$ cat src/rtl/uart_pkg.sv
// Shared UART definitions: FSM state encoding, frame geometry and default baud divisor.
// Latency: n/a (constants and types only).
// Backpressure: n/a.
// Ports: none (package). Imported by the TX top, its baud counter and the transmit interface.
package uart_pkg;

  // 8N1 frame geometry
  localparam int UART_DATA_BITS  = 8;
  localparam int UART_FRAME_BITS = 10;

  // Default clock cycles per bit period (f_clk / baud), shared by RX and TX
  localparam int UART_CLKS_PER_BAUD = 868;

  typedef enum logic [1:0] {
    ST_IDLE  = 2'd0,
    ST_START = 2'd1,
    ST_DATA  = 2'd2,
    ST_STOP  = 2'd3
  } uart_state_e;

endpackage

$ cat src/rtl/uart_tx_if.sv
// Transmit-side bundle: byte valid/ready handshake plus serial line and frame status.
// Latency: n/a (wires only).
// Backpressure: producer holds i_tx_data/i_tx_valid until o_tx_ready is seen high at a clock edge.
// Ports: i_tx_data/i_tx_valid (producer -> TX), o_tx_ready/o_tx/o_tx_busy/o_tx_done (TX -> outside).
interface uart_tx_if;
  import uart_pkg::*;

  logic [UART_DATA_BITS-1:0] i_tx_data;
  logic                      i_tx_valid;
  logic                      o_tx_ready;
  logic                      o_tx;
  logic                      o_tx_busy;
  logic                      o_tx_done;

  // Producer side
  modport master (
    output i_tx_data, i_tx_valid,
    input  o_tx_ready, o_tx, o_tx_busy, o_tx_done
  );

  // Transmitter side
  modport slave (
    input  i_tx_data, i_tx_valid,
    output o_tx_ready, o_tx, o_tx_busy, o_tx_done
  );

endinterface

$ cat src/rtl/uart_baud_tick.sv
// Loadable baud down-counter; o_tick is high while the count is 0 (end of a bit period).
// Latency: load takes effect on the next cycle; a loaded period lasts exactly CLKS_PER_BAUD cycles.
// Backpressure: none; counter stops at 0 until reloaded or cleared.
// Ports: i_clk, i_rst (sync, active-high), i_load (reload CLKS_PER_BAUD-1), i_clear (force 0,
//        wins over load), o_tick (count == 0), o_tick_next (count == 1, tick due next cycle).
module uart_baud_tick
  import uart_pkg::*;
#(
  parameter int CLKS_PER_BAUD = UART_CLKS_PER_BAUD
) (
  input  logic i_clk,
  input  logic i_rst,
  input  logic i_load,
  input  logic i_clear,
  output logic o_tick,
  output logic o_tick_next
);

  localparam int CW = (CLKS_PER_BAUD > 1) ? $clog2(CLKS_PER_BAUD) : 1;
  localparam logic [CW-1:0] LOAD_VAL = CW'(CLKS_PER_BAUD - 1);

  logic [CW-1:0] cnt_q, cnt_d;

  always_comb begin
    cnt_d = cnt_q;
    if (i_clear) begin
      cnt_d = '0;
    end else if (i_load) begin
      cnt_d = LOAD_VAL;
    end else if (cnt_q != '0) begin
      cnt_d = cnt_q - CW'(1);
    end
  end

  always_ff @(posedge i_clk) begin
    if (i_rst) begin
      cnt_q <= '0;
    end else begin
      cnt_q <= cnt_d;
    end
  end

  assign o_tick      = (cnt_q == '0);
  assign o_tick_next = (cnt_q == CW'(1));

endmodule

$ cat src/rtl/uart_tx.sv
// UART 8N1 transmitter with a one-entry holding register for gap-free streaming.
// Latency: byte accepted while idle at edge k drives the start bit from the cycle after edge k;
//          each frame is 10*CLKS_PER_BAUD cycles.
// Backpressure: o_tx_ready = !hold_full; a held byte blocks further accepts until it is drained.
// Ports: i_clk, i_rst (sync, active-high), tx_if (slave): i_tx_data/i_tx_valid in,
//        o_tx_ready, o_tx (idles high), o_tx_busy, o_tx_done (last stop cycle) out.
module uart_tx
  import uart_pkg::*;
#(
  parameter int CLKS_PER_BAUD = UART_CLKS_PER_BAUD
) (
  input  logic     i_clk,
  input  logic     i_rst,
  uart_tx_if.slave tx_if
);

  localparam logic [2:0] LAST_BIT = 3'(UART_DATA_BITS - 1);

  uart_state_e               state_q, state_d;
  logic [UART_DATA_BITS-1:0] shift_q, shift_d;
  logic [2:0]                bit_q, bit_d;
  logic [UART_DATA_BITS-1:0] hold_q, hold_d;
  logic                      hold_full_q, hold_full_d;
  logic                      tx_q, tx_d;
  logic                      busy_q, busy_d;
  logic                      done_q, done_d;

  logic accept;
  logic bypass;
  logic baud_load;
  logic baud_clear;
  logic tick;
  logic tick_next;

  uart_baud_tick #(
    .CLKS_PER_BAUD(CLKS_PER_BAUD)
  ) u_baud (
    .i_clk      (i_clk),
    .i_rst      (i_rst),
    .i_load     (baud_load),
    .i_clear    (baud_clear),
    .o_tick     (tick),
    .o_tick_next(tick_next)
  );

  assign accept = tx_if.i_tx_valid && !hold_full_q;

  // A byte skips the holding register when the shifter is free now (idle) or frees up
  // on this very edge (last stop cycle with nothing already waiting).
  assign bypass = accept &&
                  ((state_q == ST_IDLE) ||
                   ((state_q == ST_STOP) && tick && !hold_full_q));

  always_comb begin
    state_d     = state_q;
    shift_d     = shift_q;
    bit_d       = bit_q;
    hold_d      = hold_q;
    hold_full_d = hold_full_q;
    baud_load   = 1'b0;
    baud_clear  = 1'b0;

    if (accept && !bypass) begin
      hold_d      = tx_if.i_tx_data;
      hold_full_d = 1'b1;
    end

    unique case (state_q)
      ST_IDLE: begin
        if (bypass) begin
          state_d   = ST_START;
          shift_d   = tx_if.i_tx_data;
          baud_load = 1'b1;
        end else begin
          baud_clear = 1'b1;
        end
      end

      ST_START: begin
        if (tick) begin
          state_d   = ST_DATA;
          bit_d     = '0;
          baud_load = 1'b1;
        end
      end

      ST_DATA: begin
        if (tick) begin
          baud_load = 1'b1;
          shift_d   = shift_q >> 1;
          // 3-bit index wraps 7 -> 0 on the way into STOP
          bit_d     = bit_q + 3'd1;
          if (bit_q == LAST_BIT) begin
            state_d = ST_STOP;
          end
        end
      end

      ST_STOP: begin
        if (tick) begin
          if (hold_full_q) begin
            state_d     = ST_START;
            shift_d     = hold_q;
            hold_full_d = 1'b0;
            baud_load   = 1'b1;
          end else if (bypass) begin
            state_d   = ST_START;
            shift_d   = tx_if.i_tx_data;
            baud_load = 1'b1;
          end else begin
            state_d    = ST_IDLE;
            baud_clear = 1'b1;
          end
        end
      end

      default: begin
        state_d    = ST_IDLE;
        baud_clear = 1'b1;
      end
    endcase

    // Outputs are registered from the next state so the line changes on the same
    // edge as the FSM rather than one cycle later.
    unique case (state_d)
      ST_START: tx_d = 1'b0;
      ST_DATA:  tx_d = shift_d[0];
      default:  tx_d = 1'b1;
    endcase
    busy_d = (state_d != ST_IDLE);
    // STOP is always entered with a reload of at least 1, so count==1 precedes its final cycle
    done_d = (state_q == ST_STOP) && tick_next;
  end

  always_ff @(posedge i_clk) begin
    if (i_rst) begin
      state_q     <= ST_IDLE;
      shift_q     <= '0;
      bit_q       <= '0;
      hold_q      <= '0;
      hold_full_q <= 1'b0;
      tx_q        <= 1'b1;
      busy_q      <= 1'b0;
      done_q      <= 1'b0;
    end else begin
      state_q     <= state_d;
      shift_q     <= shift_d;
      bit_q       <= bit_d;
      hold_q      <= hold_d;
      hold_full_q <= hold_full_d;
      tx_q        <= tx_d;
      busy_q      <= busy_d;
      done_q      <= done_d;
    end
  end

  assign tx_if.o_tx_ready = !hold_full_q;
  assign tx_if.o_tx       = tx_q;
  assign tx_if.o_tx_busy  = busy_q;
  assign tx_if.o_tx_done  = done_q;

endmodule
$ cat src/flat_wrapper.sv
// flat-port wrapper written by rule: the top's interface ports become plain ports
module uart_tx_flat import uart_pkg::*;
#(
  parameter int CLKS_PER_BAUD = UART_CLKS_PER_BAUD
)
  (i_clk, i_rst, tx_if_i_tx_data, tx_if_i_tx_valid, tx_if_o_tx_ready, tx_if_o_tx, tx_if_o_tx_busy, tx_if_o_tx_done);
  uart_tx_if tx_if_i ();
  input  logic i_clk;
  input  logic i_rst;
  input wire logic [$bits(tx_if_i.i_tx_data)-1:0] tx_if_i_tx_data;
  input wire logic [$bits(tx_if_i.i_tx_valid)-1:0] tx_if_i_tx_valid;
  output wire logic [$bits(tx_if_i.o_tx_ready)-1:0] tx_if_o_tx_ready;
  output wire logic [$bits(tx_if_i.o_tx)-1:0] tx_if_o_tx;
  output wire logic [$bits(tx_if_i.o_tx_busy)-1:0] tx_if_o_tx_busy;
  output wire logic [$bits(tx_if_i.o_tx_done)-1:0] tx_if_o_tx_done;
  assign tx_if_i.i_tx_data = tx_if_i_tx_data;
  assign tx_if_i.i_tx_valid = tx_if_i_tx_valid;
  assign tx_if_o_tx_ready = tx_if_i.o_tx_ready;
  assign tx_if_o_tx = tx_if_i.o_tx;
  assign tx_if_o_tx_busy = tx_if_i.o_tx_busy;
  assign tx_if_o_tx_done = tx_if_i.o_tx_done;
  uart_tx #(.CLKS_PER_BAUD(CLKS_PER_BAUD)) u_core (.i_clk(i_clk), .i_rst(i_rst), .tx_if(tx_if_i));
endmodule
$ cat config.mk
export PLATFORM = sky130hd
export DESIGN_NAME = uart_tx_flat
export DESIGN_NICKNAME = d
export VERILOG_FILES = /design/src/rtl/uart_pkg.sv /design/src/rtl/uart_tx_if.sv /design/src/rtl/uart_baud_tick.sv /design/src/rtl/uart_tx.sv /design/src/flat_wrapper.sv
export SDC_FILE = /design/constraint.sdc
export NUM_CORES = 1
export LEC_CHECK = 0
export ABC_CLOCK_PERIOD_IN_PS = 2800
export BUFFER_PORTS_ARGS = -buffer_cell sky130_fd_sc_hd__buf_2
export CORE_MARGIN = 5
export CORE_UTILIZATION = 30
export CTS_CLUSTER_DIAMETER = 30
export DETAILED_ROUTE_END_ITERATION = 8
export SETUP_SLACK_MARGIN = 0.4
export SLEW_MARGIN = 5
export SYNTH_ARGS = -nofsm -noshare
export SYNTH_HDL_FRONTEND = slang
export SYNTH_SLANG_ARGS = --single-unit
$ cat constraint.sdc
create_clock -name i_clk -period 2.8 [get_ports i_clk]
set_input_delay 0.42 -clock i_clk [delete_from_list [all_inputs] [get_ports i_clk]]
set_output_delay 0.42 -clock i_clk [all_outputs]
set_load 0.02 [all_outputs]
==> impl_metrics.py <==
metrics = {
    "critical_path": {
        "critPathKind": "register to register",
        "r2r-end": "u_core.tx_if.o_tx$_SDFF_PP1_",
        "end_kind": "register",
        "r2r_start": "u_core.u_baud.cnt_q[0]$_SDFFE_PP0P_",
        "reg2reg_slack_ns": 0.59,
        "cp_max_fo": 14,
        "rr_worst_depth": 9,
        "startpoint_type": "register",
        "cp_data_required_time_ns": 2.97,
        "arrival_ns": 2.39,
    },
    "yosys": {
        "synth_top_flop_cell": "dfxtp_1",
        "synthesis.nets": 231,
        "synthTopCellsByArea": "dfxtp_1 36%, mux2i_1 7.6%, ha_1 5.7%, nor2_1 5.0%, a21oi_1 4.3%",
        "yosysSeqAreaShare_pct": 35.6,
        "ys_warn_count": 0,
        "synth_top_area_cell": "dfxtp_1",
        "synth_top_area_share_pct": 35.6,
        "synth_most_common_cell": "dfxtp_1",
        "syn_area_sq_um": 1970,
        "synth_edf_count": 0,
        "ys_top_cells_by_count": "35 x dfxtp_1, 26 x nor2_1, 17 x a21oi_1",
        "ys_ff_latch": 35,
        "async_flop_share_pct": 0,
        "synthCells": 211,
        "synth_cell_types": 55,
        "syn_area_per_cell_sq_um": 9.32,
    },
    "worst_hold_path": {
        "hp-class": "input port to register",
        "hold_depth": 3,
        "hp-start": "tx_if_i_tx_data[5]",
        "hold_end": "u_core.hold_q[5]$_SDFFE_PP0P_",
    },
    "power": {
        "internal-power_w": 0.00158,
        "leakagePower_nw": 0.886,
        "p_sw_w": 0.00115,
        "clkPwrFrac_pct": 20.2,
        "power_frac_comb_pct": 51.0,
        "ir_worst_vdd_uv": 389,
        "p_sw_share_pct": 42.2,
        "seq_power_share_pct": 28.7,
        "p_per_area_nw_per_um2": 1210,
    },
    "detailed_routing": {
        "dr_total_vias": 1580,
        "postRouteWirelength_um": 4490,
        "ant_nets": 0,
        "wl_per_cell_um": 14.7,
        "drt_iter0_drc": 68,
        "first_pass_iters": 4,
        "via_per_inst": 5.18,
        "drc": 0,
    },
    "timing": {
        "hold_viol": 0,
        "tns_ns": 0,
        "fin_crit_ns": 2.21,
        "worst_slew_pin_slew_ns": 0.573,
        "slew-limit-headroom_pct": 61.8,
        "final-max-slew-violation-count": 0,
        "setup_violations": 0,
        "rsz0062_at_grt": "false",
        "finalCritPeriodShare_pct": 79.1,
        "setup_ws_ns": 0.586,
        "fmax_ghz": 0.452,
        "fin_skew_ns": 0.00717,
    },
    "cts": {
        "clkTransAtPathRegs_ns": 0.08,
        "cts_buffer_depth": 2,
        "cts_root_buffer": "clkbuf_8",
        "clk-insertion-delay-late_ns": 0.29,
        "cts_sinks": 35,
        "cts_hold_buffers": 0,
        "cts_buffers": 5,
        "cts.htree.levels": 2,
        "tritoncts": "yes",
    },
    "layout": {
        "n_fill_cell": 639,
        "stdcell_area_sq_um": 2260,
        "area_delta_synth_final_pct": 15.2,
        "nets": 247,
        "regArea_sq_um": 701,
        "multiInputGateArea_sq_um": 1200,
        "drive_gt1_share_pct": 18.4,
        "fin_cells": 305,
        "n_antenna_cell": 0,
    },
    "die": {
        "row_count": 29,
        "die-height_um": 90.9,
        "fp.dieW_um": 90.9,
        "io_pins": 15,
        "core_sq_um": 6350,
        "dieArea_sq_um": 8270,
        "initial_core_util_pct": 31.0,
    },
    "placement": {
        "place_hpwl_um": 3170,
        "dpl.cell_count": 296,
        "place_area_sq_um": 2110,
        "place_ws_ns": 0.475,
        "place_congestion": 0.786,
        "place.port_buffers": 14,
    },
    "global_route": {
        "grt_pass1_vias": 1524,
        "grt_util_all_layers_pct": 11.1,
        "grt_max_degree": 23,
        "grt_pass1_wl_um": 7600,
        "overflow": 0,
        "antenna_found_initial": 0,
    },
    "run_status": {
        "status": "complete, no violations",
    },
    "job": {
        "drv_cap": 0,
    },
}
## how the worst max path moves through the flow
stage	startpoint	endpoint	slack [ns]
global placement	u_core.u_baud.cnt_q[0]$_SDFFE_PP0P_	u_core.tx_if.o_tx$_SDFF_PP1_	0.56
CTS	u_core.u_baud.cnt_q[0]$_SDFFE_PP0P_	u_core.tx_if.o_tx$_SDFF_PP1_	0.47
floorplan	u_core.state_q[1]$_SDFF_PP0_	u_core.tx_if.o_tx$_SDFF_PP1_	0.82
global route	u_core.u_baud.cnt_q[0]$_SDFFE_PP0P_	u_core.tx_if.o_tx$_SDFF_PP1_	0.43
finish	u_core.u_baud.cnt_q[0]$_SDFFE_PP0P_	u_core.tx_if.o_tx$_SDFF_PP1_	0.59
detailed placement	u_core.u_baud.cnt_q[0]$_SDFFE_PP0P_	u_core.tx_if.o_tx$_SDFF_PP1_	0.48
## metrics by stage
step	hold WS, ns	power [W]	utilization, %
6_report	0.380	0.00273	35.7
3_3_place_gp	0.477	0.00212	33.2
4_1_cts	0.379	0.00269	35.3
5_1_grt	0.378	0.00295	35.7
2_1_floorplan	0.449	0.00187	-
3_5_place_dp	0.478	0.00213	33.2
## sequential cells by signal (all words and copies together), names as in the netlist
register                cells
u_core.state_q              2
u_core.bit_q                3
u_core.u_baud.cnt_q        10
u_core.tx_if.o_tx           1
u_core.hold_full_q          1
u_core.tx_if.o_tx_done      1
u_core.tx_if.o_tx_busy      1
u_core.hold_q               8
u_core.shift_q              8
## critical path, stage by stage (launching register included)
cell      delay (ns)
dfxtp_1         0.35
inv_1           0.12
ha_1            0.18
nor4b_4         0.20
buf_4           0.19
nand3b_4        0.19
a2111o_1        0.47
o311ai_2        0.11
nor3b_1         0.23
a21oi_1         0.06
## layer usage
| metal | GRT usage, % | up-vias | part of all wire, % |
|---|---|---|---|
| met5 | 0 | - | 0 |
| met3 | 2.89 | 7 | 4.6 |
| met2 | 17.5 | 39 | 47 |
| met1 | 14.9 | 730 | 48 |
| li1 | - | 804 | - |
| met4 | 2.93 | 0 | 1.0 |
## logic make-up after synthesis
group	after synthesis	synth area share (%)
fa+ha+maj	9	5.73
buf+inv	17	4.07
xor+xnor	4	1.78
simple gates	63	18.0
compound gates	67	26.5
mux	16	8.21
flops	35	35.6
## what timing repair did
item | 4_1_cts | 5_1_grt
gates resized for setup | 0 | 4
buffers inserted | 0 | 1
endpoints found under the setup margin | 0 | 15
## power by group through the flow
stage | combinational [W] | clock, W | sequential [W]
after floorplan | 0.00110 | 0 | 0.000767
after global placement | 0.00133 | 0 | 0.000790
after detailed placement | 0.00134 | 0 | 0.000790
after CTS | 0.00134 | 0.000569 | 0.000781
after global routing | 0.00155 | 0.000591 | 0.000807
final | 0.00139 | 0.000554 | 0.000785
## cell usage in the layout (no fill, tap or decap), types with 7 or more instances in the layout
| cell type | instances |
|---|---|
| a21oi_1 | 17 |
| a22oi_1 | 9 |
| mux2i_1 | 15 |
| inv_1 | 7 |
| nor2_1 | 26 |
| dfxtp_1 | 35 |
| nand2_1 | 11 |
| a22o_1 | 8 |
| ha_1 | 9 |
| o22ai_1 | 7 |
| buf_2 | 14 |
## layout make-up
cell class | instances | share of cell area (%)
Multi-Input combinational cell | 159 | 52.9
Sequential cell | 35 | 30.9
Timing Repair Buffer | 19 | 4.75
Tap cell | 77 | 4.25
Clock buffer | 5 | 3.04
Clock inverter | 3 | 2.98
Inverter | 7 | 1.16
Power figures use the tool's default switching activity.
